===== config.mk =====
export PLATFORM = sky130hd
export DESIGN_NAME = mv_stream_engine
export DESIGN_NICKNAME = d
export VERILOG_FILES = /design/src/rtl/mv_pkg.sv /design/src/rtl/mv_out_fifo.sv /design/src/rtl/mv_stream_engine.sv
export SDC_FILE = /design/constraint.sdc
export NUM_CORES = 1
export LEC_CHECK = 0
export BUFFER_PORTS_ARGS = -buffer_cell sky130_fd_sc_hd__buf_2
export CAP_MARGIN = 15
export CELL_PAD_IN_SITES_DETAIL_PLACEMENT = 1
export CELL_PAD_IN_SITES_GLOBAL_PLACEMENT = 2
export CORE_AREA = 2 2 216 218
export DETAILED_ROUTE_END_ITERATION = 6
export DIE_AREA = 0 0 218 220
export MAX_ROUTING_LAYER = met4
export PLACE_DENSITY_LB_ADDON = 0.1
export SLEW_MARGIN = 20
export SYNTH_ARGS = -nofsm -noshare
export SYNTH_HDL_FRONTEND = slang
export SYNTH_SLANG_ARGS = --single-unit

===== constraint.sdc =====
create_clock -name clk -period 8.05 [get_ports clk]
set_input_delay 1.61 -clock clk [delete_from_list [all_inputs] [get_ports clk]]
set_output_delay 1.61 -clock clk [all_outputs]
set_load 0.1 [all_outputs]

===== src/rtl/mv_pkg.sv =====
// Shared types and helpers for the mv streaming engine.
// The state enum, default geometry and the result-width rule live here so
// the engine, its FIFO and the bench all derive sizes the same way.
package mv_pkg;

  typedef enum logic [1:0] {
    ST_IDLE  = 2'd0,
    ST_RUN   = 2'd1,
    ST_DRAIN = 2'd2,
    ST_DONE  = 2'd3
  } state_t;

  localparam int MV_N  = 4;
  localparam int MV_DW = 8;

  // One matrix lane and one matrix row at the default geometry.
  typedef logic [MV_DW-1:0]  lane_t;
  typedef lane_t [0:MV_N-1]  row_t;

  // Exact width of an N-term sum of DW x DW products.
  function automatic int res_width(input int n, input int dw);
    return 2 * dw + $clog2(n);
  endfunction

endpackage


===== src/rtl/mv_out_fifo.sv =====
// Synchronous result FIFO for the mv engine.
// Head entry is visible on pop_data while not empty; count reports occupancy.
// Pushing into a full FIFO is dropped here; the engine's credit check keeps
// that from happening.
module mv_out_fifo #(
  parameter  int W     = 8,
  parameter  int DEPTH = 4,
  localparam int AW    = $clog2(DEPTH),
  localparam int CNTW  = AW + 1
) (
  input  logic            clk,
  input  logic            rst,
  input  logic            push,
  input  logic [W-1:0]    push_data,
  input  logic            pop,
  output logic [W-1:0]    pop_data,
  output logic            empty,
  output logic            full,
  output logic [CNTW-1:0] count
);

  logic [W-1:0]  mem [DEPTH];
  logic [AW-1:0] wr_ptr;
  logic [AW-1:0] rd_ptr;
  logic          push_ok;
  logic          pop_ok;

  assign empty    = (count == '0);
  assign full     = (count == CNTW'(DEPTH));
  assign push_ok  = push && !full;
  assign pop_ok   = pop && !empty;
  assign pop_data = mem[rd_ptr];

  // Pointer and occupancy bookkeeping; simultaneous push/pop leaves count alone.
  always_ff @(posedge clk or posedge rst) begin
    if (rst) begin
      wr_ptr <= '0;
      rd_ptr <= '0;
      count  <= '0;
    end else begin
      if (push_ok) wr_ptr <= wr_ptr + AW'(1);
      if (pop_ok)  rd_ptr <= rd_ptr + AW'(1);
      case ({push_ok, pop_ok})
        2'b10:   count <= count + CNTW'(1);
        2'b01:   count <= count - CNTW'(1);
        default: count <= count;
      endcase
    end
  end

  // Storage array; contents are only meaningful behind the pointers.
  always_ff @(posedge clk) begin
    if (push_ok) mem[wr_ptr] <= push_data;
  end

endmodule


===== src/rtl/mv_stream_engine.sv =====
// Streaming matrix-vector engine: y[r] = sum_j A[r][j] * x[j].
// x is loaded into a register bank while idle; A rows stream in over
// row_valid/row_ready, y elements stream out over res_valid/res_ready.
// Stage 1 registers the N lane products; the adder tree feeds the FIFO
// directly, so the FIFO entry is the second pipeline register.
// Build option: MV_STREAM_ENGINE_SIGNED_EN selects two's complement operands
// (products and sum signed, result sign-extended); otherwise all unsigned.
//
// state    | meaning
// ---------+---------------------------------------------------------
// ST_IDLE  | waiting for start; x bank writable
// ST_RUN   | accepting A rows until cfg_rows have been taken
// ST_DRAIN | all rows taken; waiting for the last result handshake
// ST_DONE  | one cycle, done pulse, back to idle
module mv_stream_engine
  import mv_pkg::*;
#(
  parameter  int N         = MV_N,
  parameter  int DW        = MV_DW,
  parameter  int MAX_ROWS  = 16,
  parameter  int OUT_DEPTH = 4,
  localparam int RW        = res_width(N, DW),
  localparam int CW        = $clog2(MAX_ROWS + 1),
  localparam int IW        = $clog2(MAX_ROWS),
  localparam int AW        = $clog2(N)
) (
  input  logic                 clk,
  input  logic                 rst,
  input  logic                 start,
  input  logic [CW-1:0]        cfg_rows,
  output logic                 busy,
  output logic                 done,
  input  logic                 vec_we,
  input  logic [AW-1:0]        vec_addr,
  input  logic [DW-1:0]        vec_data,
  input  logic                 row_valid,
  output logic                 row_ready,
  input  logic [0:N-1][DW-1:0] row_data,
  output logic                 res_valid,
  input  logic                 res_ready,
  output logic [RW-1:0]        res_data,
  output logic [IW-1:0]        res_idx,
  output logic                 res_last
);

  localparam int FW   = RW + IW + 1;
  localparam int CNTW = $clog2(OUT_DEPTH) + 1;
  localparam int EXT  = RW - 2 * DW;

  state_t              state;
  state_t              state_nx;
  logic [CW-1:0]       rows_cfg;
  logic [CW-1:0]       rows_acc;
  logic [CW-1:0]       cfg_clamped;
  logic [DW-1:0]       x_bank [N];
  logic [2*DW-1:0]     prod_c [N];
  logic [2*DW-1:0]     s1_prod [N];
  logic                s1_valid;
  logic                s1_last;
  logic [IW-1:0]       s1_idx;
  logic [RW-1:0]       sum_c;
  logic                row_fire;
  logic                row_last;
  logic                credit_ok;
  logic                fifo_empty;
  logic                fifo_full;
  logic [CNTW-1:0]     fifo_count;
  logic [FW-1:0]       fifo_head;

  assign cfg_clamped = (cfg_rows > CW'(MAX_ROWS)) ? CW'(MAX_ROWS) : cfg_rows;
  assign row_fire    = row_valid && row_ready;
  assign row_last    = (rows_acc == rows_cfg - CW'(1));
  // A row is only taken if a FIFO slot is guaranteed for it and for the
  // product already sitting in stage 1.
  assign credit_ok   = (CNTW'(s1_valid) + fifo_count) < CNTW'(OUT_DEPTH);

  // State register.
  always_ff @(posedge clk or posedge rst) begin
    if (rst) state <= ST_IDLE;
    else     state <= state_nx;
  end

  // Next-state decode.
  always_comb begin
    state_nx = state;
    unique case (state)
      ST_IDLE:  if (start) state_nx = (cfg_rows == '0) ? ST_DONE : ST_RUN;
      ST_RUN:   if (row_fire && row_last) state_nx = ST_DRAIN;
      ST_DRAIN: if (res_valid && res_ready && res_last) state_nx = ST_DONE;
      ST_DONE:  state_nx = ST_IDLE;
      default:  state_nx = ST_IDLE;
    endcase
  end

  // Control outputs decoded from state.
  always_comb begin
    busy      = (state != ST_IDLE);
    done      = (state == ST_DONE);
    row_ready = (state == ST_RUN) && credit_ok;
  end

  // Job length capture and accepted-row counter (also the result index).
  always_ff @(posedge clk or posedge rst) begin
    if (rst) begin
      rows_cfg <= '0;
      rows_acc <= '0;
    end else if (state == ST_IDLE && start) begin
      rows_cfg <= cfg_clamped;
      rows_acc <= '0;
    end else if (row_fire) begin
      rows_acc <= rows_acc + CW'(1);
    end
  end

  // x bank: writable only while idle, persists across jobs.
  always_ff @(posedge clk or posedge rst) begin
    if (rst) begin
      for (int j = 0; j < N; j++) x_bank[j] <= '0;
    end else if (state == ST_IDLE && vec_we) begin
      x_bank[vec_addr] <= vec_data;
    end
  end

  // Lane products, operands extended to full product width first.
  always_comb begin
    for (int j = 0; j < N; j++) begin
`ifdef MV_STREAM_ENGINE_SIGNED_EN
      prod_c[j] = $signed({{DW{x_bank[j][DW-1]}}, x_bank[j]}) *
                  $signed({{DW{row_data[j][DW-1]}}, row_data[j]});
`else
      prod_c[j] = {{DW{1'b0}}, x_bank[j]} * {{DW{1'b0}}, row_data[j]};
`endif
    end
  end

  // Stage 1: register products with the row's index and last flag.
  always_ff @(posedge clk or posedge rst) begin
    if (rst) begin
      s1_valid <= 1'b0;
      s1_last  <= 1'b0;
      s1_idx   <= '0;
      for (int j = 0; j < N; j++) s1_prod[j] <= '0;
    end else begin
      s1_valid <= row_fire;
      if (row_fire) begin
        s1_last <= row_last;
        s1_idx  <= rows_acc[IW-1:0];
        for (int j = 0; j < N; j++) s1_prod[j] <= prod_c[j];
      end
    end
  end

  // Adder tree over the stage-1 products at full result width.
  always_comb begin
    sum_c = '0;
    for (int j = 0; j < N; j++) begin
`ifdef MV_STREAM_ENGINE_SIGNED_EN
      sum_c = sum_c + {{EXT{s1_prod[j][2*DW-1]}}, s1_prod[j]};
`else
      sum_c = sum_c + {{EXT{1'b0}}, s1_prod[j]};
`endif
    end
  end

  mv_out_fifo #(
    .W     (FW),
    .DEPTH (OUT_DEPTH)
  ) u_out_fifo (
    .clk       (clk),
    .rst       (rst),
    .push      (s1_valid),
    .push_data ({s1_last, s1_idx, sum_c}),
    .pop       (res_valid && res_ready),
    .pop_data  (fifo_head),
    .empty     (fifo_empty),
    .full      (fifo_full),
    .count     (fifo_count)
  );

  // Result port shows the FIFO head, forced to zero when nothing is queued.
  assign res_valid = !fifo_empty;
  assign {res_last, res_idx, res_data} = res_valid ? fifo_head : '0;

  a_no_fifo_overflow: assert property (@(posedge clk) disable iff (rst)
    !(s1_valid && fifo_full));

endmodule


==> metrics.txt, run 1 <==
GRT overflow=0; area leader, netlist=fa_1; I/O Pins=80; DP HPWL=35000 um; Critical Path AT=5.50 ns; Cells after Synth=1689; # port buffers=79; crit path capture type=flip-flop; Inserted Clock Buffers=26; clk_skew=0.0158 ns; CTS tree=built; Req. time, crit path=8.45 ns; Slew Viols, Final=0; max-cap violation count=0; path depth of the worst reg2reg path=16; Setup crit start kind=input pin; Fin. Hold Viols=0; DR iter-0 viols=379; CP max-delay cell=fa_1; # clock sinks=213; Placeable Area=45900 um2; Final Wtd Congestion=0.832; Die H=220 um; num rows=79; Syn Nets=2092; slowest stage delay, CP=0.53 ns; htree depth=1; clock transition at the registers of the reported paths=0.06 ns; initial antenna violation count=3; Synth Register Bits=213; Post-Synthesis Mean Instance Area=10.7 um2; layout cells sized above 1=11.3%; postcts setup bufs=0; Nets=2182; via density per instance=5.03; area grow syn2layout=10.9%; HP Class=reg2reg; Unique masters post-synth=59; CTS Hold Buffers Added=0; DRC=0; Hold Crit Depth=2; crit share post-route=63.4%; type of the worst setup path=in2reg; Post-Synthesis Cell Area=18100 um2; outcome=complete, no violations; DIE AREA=48000 um2; Max-slew headroom=38.3%; Min Clock Period, post-route=5.10 ns; fraction of registers with async set/reset=56.8%; die width=218 um; Post-synth EDFFs=92; first-pass GRT wire length=72500 um; synth warn=0; largest net degree at the start of global routing=99; Worst-Margin Slew=0.926 ns; Synth area leaders=fa_1 (20%), dfrtp_1 (17%), edfxtp_1 (15%); Max Freq=0.196 GHz; Top FF cell, synth=dfrtp_1; CP max FO=8; r2r setup slk=3.60 ns; vias in the first global route=13218; top cell type's share of synthesized area=19.6%; register area share after synthesis=32.0%; RSZ-0062 raised after global routing=no; routed wire length per instance=18.5 um; clock root cell=clkbuf_16; Via Count=12113; CTS resizes=0; GR Util All Layers=19.9%; Worst-Skew Late Latency=0.56 ns; detailed-router iteration count before antenna repair=4; worst-path cell chain=buf_2 -> and2_1 -> fa_1 -> inv_1 -> fa_1 -> inv_1 -> fa_1 -> inv_1 -> fa_1 -> inv_1 -> ha_1 -> o21a_1 -> o31a_1 -> o21ai_1 -> o31ai_1 -> mux2i_1 -> o21ai_0; final setup vio count=0; total negative slack=0 ns; Total Wirelength=44400 um; Clock Tree Buf Depth=3; initial core utilization=39.5%; antenna viol nets, final=0
==> final cells by class <==
cell class	instances	area [um2]
Inverter	235	885
Clock inverter	17	184
Clock buffer	30	676
Timing Repair Buffer	87	455
Antenna cell	3	7.51
Multi-Input combinational cell	1216	11300
Fill cell	5115	25800
Tap cell	607	759
Sequential cell	213	5790
==> path summary, 6_finish.rpt <==
check / from / end
worst max-delay path: row_data[2] / s1_prod[15]
max in group asynchronous: rst / x_bank[11]
worst max register to register: x_bank[5] / s1_prod[15]
min in group asynchronous: rst / s1_idx[1]
worst min-delay path: s1_prod[48] / s1_prod[48]
worst min register to register: s1_prod[48] / s1_prod[48]
==> critical path: cells and delay by family <==
kind                       cells  cell delay (ns)
AOI/OAI and AO/OA              5             0.81
adders and majority gates      5             2.33
buffers and inverters          5             0.35
muxes                          1             0.22
and+or+nand+nor                1             0.19
==> sequential cells by signal, indices dropped and copies added, names as in the netlist <==
| register | count |
|---|---|
| s1_last | 1 |
| u_out_fifo.rd_ptr | 2 |
| rows_acc | 5 |
| s1_idx | 4 |
| u_out_fifo.mem | 92 |
| u_out_fifo.wr_ptr | 2 |
| rows_cfg | 5 |
| s1_valid | 1 |
| u_out_fifo.count | 3 |
| state | 2 |
| s1_prod | 64 |
| x_bank | 32 |
==> cells by family (layout without fill, tap and decap cells) <==
logic type	after synthesis	in the layout	share of synthesized area, %
XOR/XNOR	66	66	3.19
flip-flops	213	213	32.0
other	0	3	0
adder cells (fa/ha/maj)	350	350	31.5
AO/OA/AOI/OAI	210	210	7.43
buffers and inverters	260	369	5.54
AND/OR/NAND/NOR	529	529	15.1
multiplexers	61	61	5.19
==> cells in the mapped netlist (3+ instances only) <==
master	number
a211o_1	3
clkbuf_1	10
o21ai_0	62
fa_1	177
nand4_1	9
mux4_2	23
buf_4	3
nand3_1	10
edfxtp_1	92
a221oi_1	3
nand2b_1	6
dfrtp_1	121
xnor2_1	39
xor2_1	27
a31oi_1	3
mux2_2	33
nor2b_1	8
a21o_1	15
and2_1	232
o21ai_2	4
nand3b_1	4
o31ai_1	15
nor3_1	18
o21a_1	14
mux2i_1	5
nand2_1	183
ha_1	173
o21bai_1	11
buf_2	12
inv_1	234
nor2_1	45
a21oi_1	48
a211oi_1	9
o211ai_1	3
==> layer usage <==
layer	vias to the layer above	part of all wire [%]	wire [um]	GRT usage, %
met5	-	0	0	-
met4	0	1.7	759	4.17
met3	45	1.8	809	2.19
met2	104	51	22600	34.6
met1	6203	46	20300	25.2
li1	5761	-	-	-
==> per-stage QoR <==
step	cells	cell area (um2)	setup WS, ns	utilization, %	hold slack, ns
6_report	2408	20100	2.95	43.8	0.500
5_1_grt	2408	20100	2.69	43.8	0.542
4_1_cts	2405	20100	2.94	43.7	0.500
3_5_place_dp	2358	19200	2.36	41.9	0.487
3_3_place_gp	2358	19200	2.41	41.9	0.479
2_1_floorplan	1689	18100	2.82	-	0.445
==> layout by cell type (no fill, tap or decap), drive strengths merged, types with 4 or more instances in the layout <==
| cell | count |
|---|---|
| nor3 | 20 |
| mux2 | 33 |
| nand2b | 6 |
| edfxtp | 92 |
| xnor2 | 39 |
| xor2 | 27 |
| buf | 87 |
| inv | 235 |
| o21bai | 11 |
| a21oi | 49 |
| o31ai | 15 |
| clkinv | 13 |
| o211ai | 4 |
| nand3b | 4 |
| a211oi | 9 |
| nand3 | 11 |
| o21a | 14 |
| nor2b | 8 |
| o21ai | 68 |
| a21o | 15 |
| nand2 | 183 |
| clkbuf | 30 |
| nor2 | 45 |
| ha | 173 |
| nand4 | 9 |
| dfrtp | 121 |
| mux2i | 5 |
| mux4 | 23 |
| and2 | 232 |
| fa | 177 |
Power of run 1 is left out: the tool's default activity adds up to more than one toggle a clock period on the data nets, which glitch-free logic cannot reach.
==> run 2: changes to the inputs <==
==> constraint.sdc (replaced) <==
create_clock -name clk -period 4.7 [get_ports clk]
set_input_delay 0.94 -clock clk [delete_from_list [all_inputs] [get_ports clk]]
set_output_delay 0.94 -clock clk [all_outputs]
set_load 0.1 [all_outputs]
==> metrics.txt, run 2 (synthesis results as in run 1) <==
outcome=complete, no violations; CTS tree=built; worst-path cell chain=and2_1 -> fa_1 -> fa_1 -> inv_1 -> fa_1 -> fa_1 -> inv_1 -> ha_1 -> o21ai_0 -> a21oi_1 -> o21ai_2 -> a21oi_1 -> or3_1 -> a31o_2; Clock Tree Buf Depth=3; most frequent cells in the layout=inv_1 (233), and2_1 (232), nand2_1 (183); routed wire length per instance=17.9 um; CTS resizes=0; Max-slew headroom=34.6%; Total Wirelength=44800 um; Hold WS=0.476 ns; Req. time, crit path=5.17 ns; Via Count=12457; num rows=79; Inserted Clock Buffers=27; vias in the first global route=13410; detailed-router iteration count before antenna repair=4; Fin. Hold Viols=0; crit share post-route=92.5%; Final Core Density=45.4%; Worst path most repeated cell=fa_1; FF/Latch Area=5790 um2; DP HPWL=35900 um; # port buffers=79; Max Freq=0.230 GHz; max reg flops=92; Fillers=5070; Setup crit start kind=flip-flop; antenna viol nets, final=0; DR iter-0 viols=551; crit path capture type=flip-flop; Final Wtd Congestion=0.862; clock transition at the registers of the reported paths=0.06 ns; GRT overflow=0; Worst-Margin Slew=0.969 ns; biggest regs=u_out_fifo.mem x92, s1_prod x64, x_bank x32; clock root cell=clkbuf_16; clk_skew=0.0307 ns; largest net degree at the start of global routing=92; I/O Pins=80; Placeable Area=45900 um2; DIE AREA=48000 um2; leading cell type in the layout, fill and taps excluded=inv_1; first-pass GRT wire length=73400 um; max-cap violation count=0; Die H=220 um; multi-input logic area=11300 um2; # clock sinks=213; type of the worst setup path=reg2reg; fin cells=2500; r2r setup slk=0.35 ns; RSZ-0062 raised after global routing=no; Nets=2274; Critical Path AT=4.82 ns; CTS Hold Buffers Added=0; Min Clock Period, post-route=4.35 ns; Slew Viols, Final=0; Biggest register=u_out_fifo.mem; slowest stage delay, CP=0.56 ns; initial core utilization=39.5%; die width=218 um; htree depth=1; via density per instance=4.98; initial antenna violation count=1; CP max-delay cell=fa_1; GR Util All Layers=20.1%; DRC=0; Worst-Skew Late Latency=0.58 ns; final setup vio count=0; layout cells sized above 1=15.8%; area grow syn2layout=15.1%; placed cells=2449; CP max FO=9; postcts setup bufs=0; HP Class=reg2reg
[run 2: final cells by class]
type / count / area share (%)
well taps: 607 / 3.65
repair buffers: 178 / 5.47
diodes: 1 / 0.0120
clock inverters: 16 / 1.04
clock buffers: 34 / 3.47
multi-input cells: 1216 / 54.3
inverters: 235 / 4.25
flip-flops and latches: 213 / 27.8
[run 2: per-stage QoR]
| step | worst slack (ns) | setup TNS (ns) | cell area [um2] |
|---|---|---|---|
| floorplan | 0.140 | 0 | 18100 |
| global placement | -0.178 | -2.42 | 19900 |
| detailed placement | -0.236 | -3.46 | 19900 |
| CTS | 0.317 | 0 | 20800 |
| global route | 0.0309 | 0 | 20800 |
| finish | 0.351 | 0 | 20800 |
[run 2: per-layer routing]
layer / vias to the layer above / share of wire (%) / GRT usage (%)
met3: 48 / 2.8 / 2.24
met4: 0 / 2.3 / 4.97
met2: 143 / 49 / 33.7
li1: 5930 / - / -
met1: 6336 / 46 / 26.2
met5: - / 0 / -
[run 2: path summary, 6_finish.rpt]
path,start,to,cells past startpoint
worst max-delay path,x_bank[9],s1_prod[29],14
worst min-delay path,s1_prod[48],s1_prod[48],2
worst max register to register,x_bank[9],s1_prod[29],14
worst min register to register,s1_prod[48],s1_prod[48],2
max in group asynchronous,rst,x_bank[14],3
min in group asynchronous,rst,s1_prod[6],2
[run 2: worst max-delay path: cells and delay by family (launching register included)]
family	cells	cell delay, ns
fa+ha+maj	5	2.31
buf+inv	2	0.09
flops	1	0.50
compound gates	5	0.80
simple gates	2	0.53
Power of run 2 is left out for the same reason.
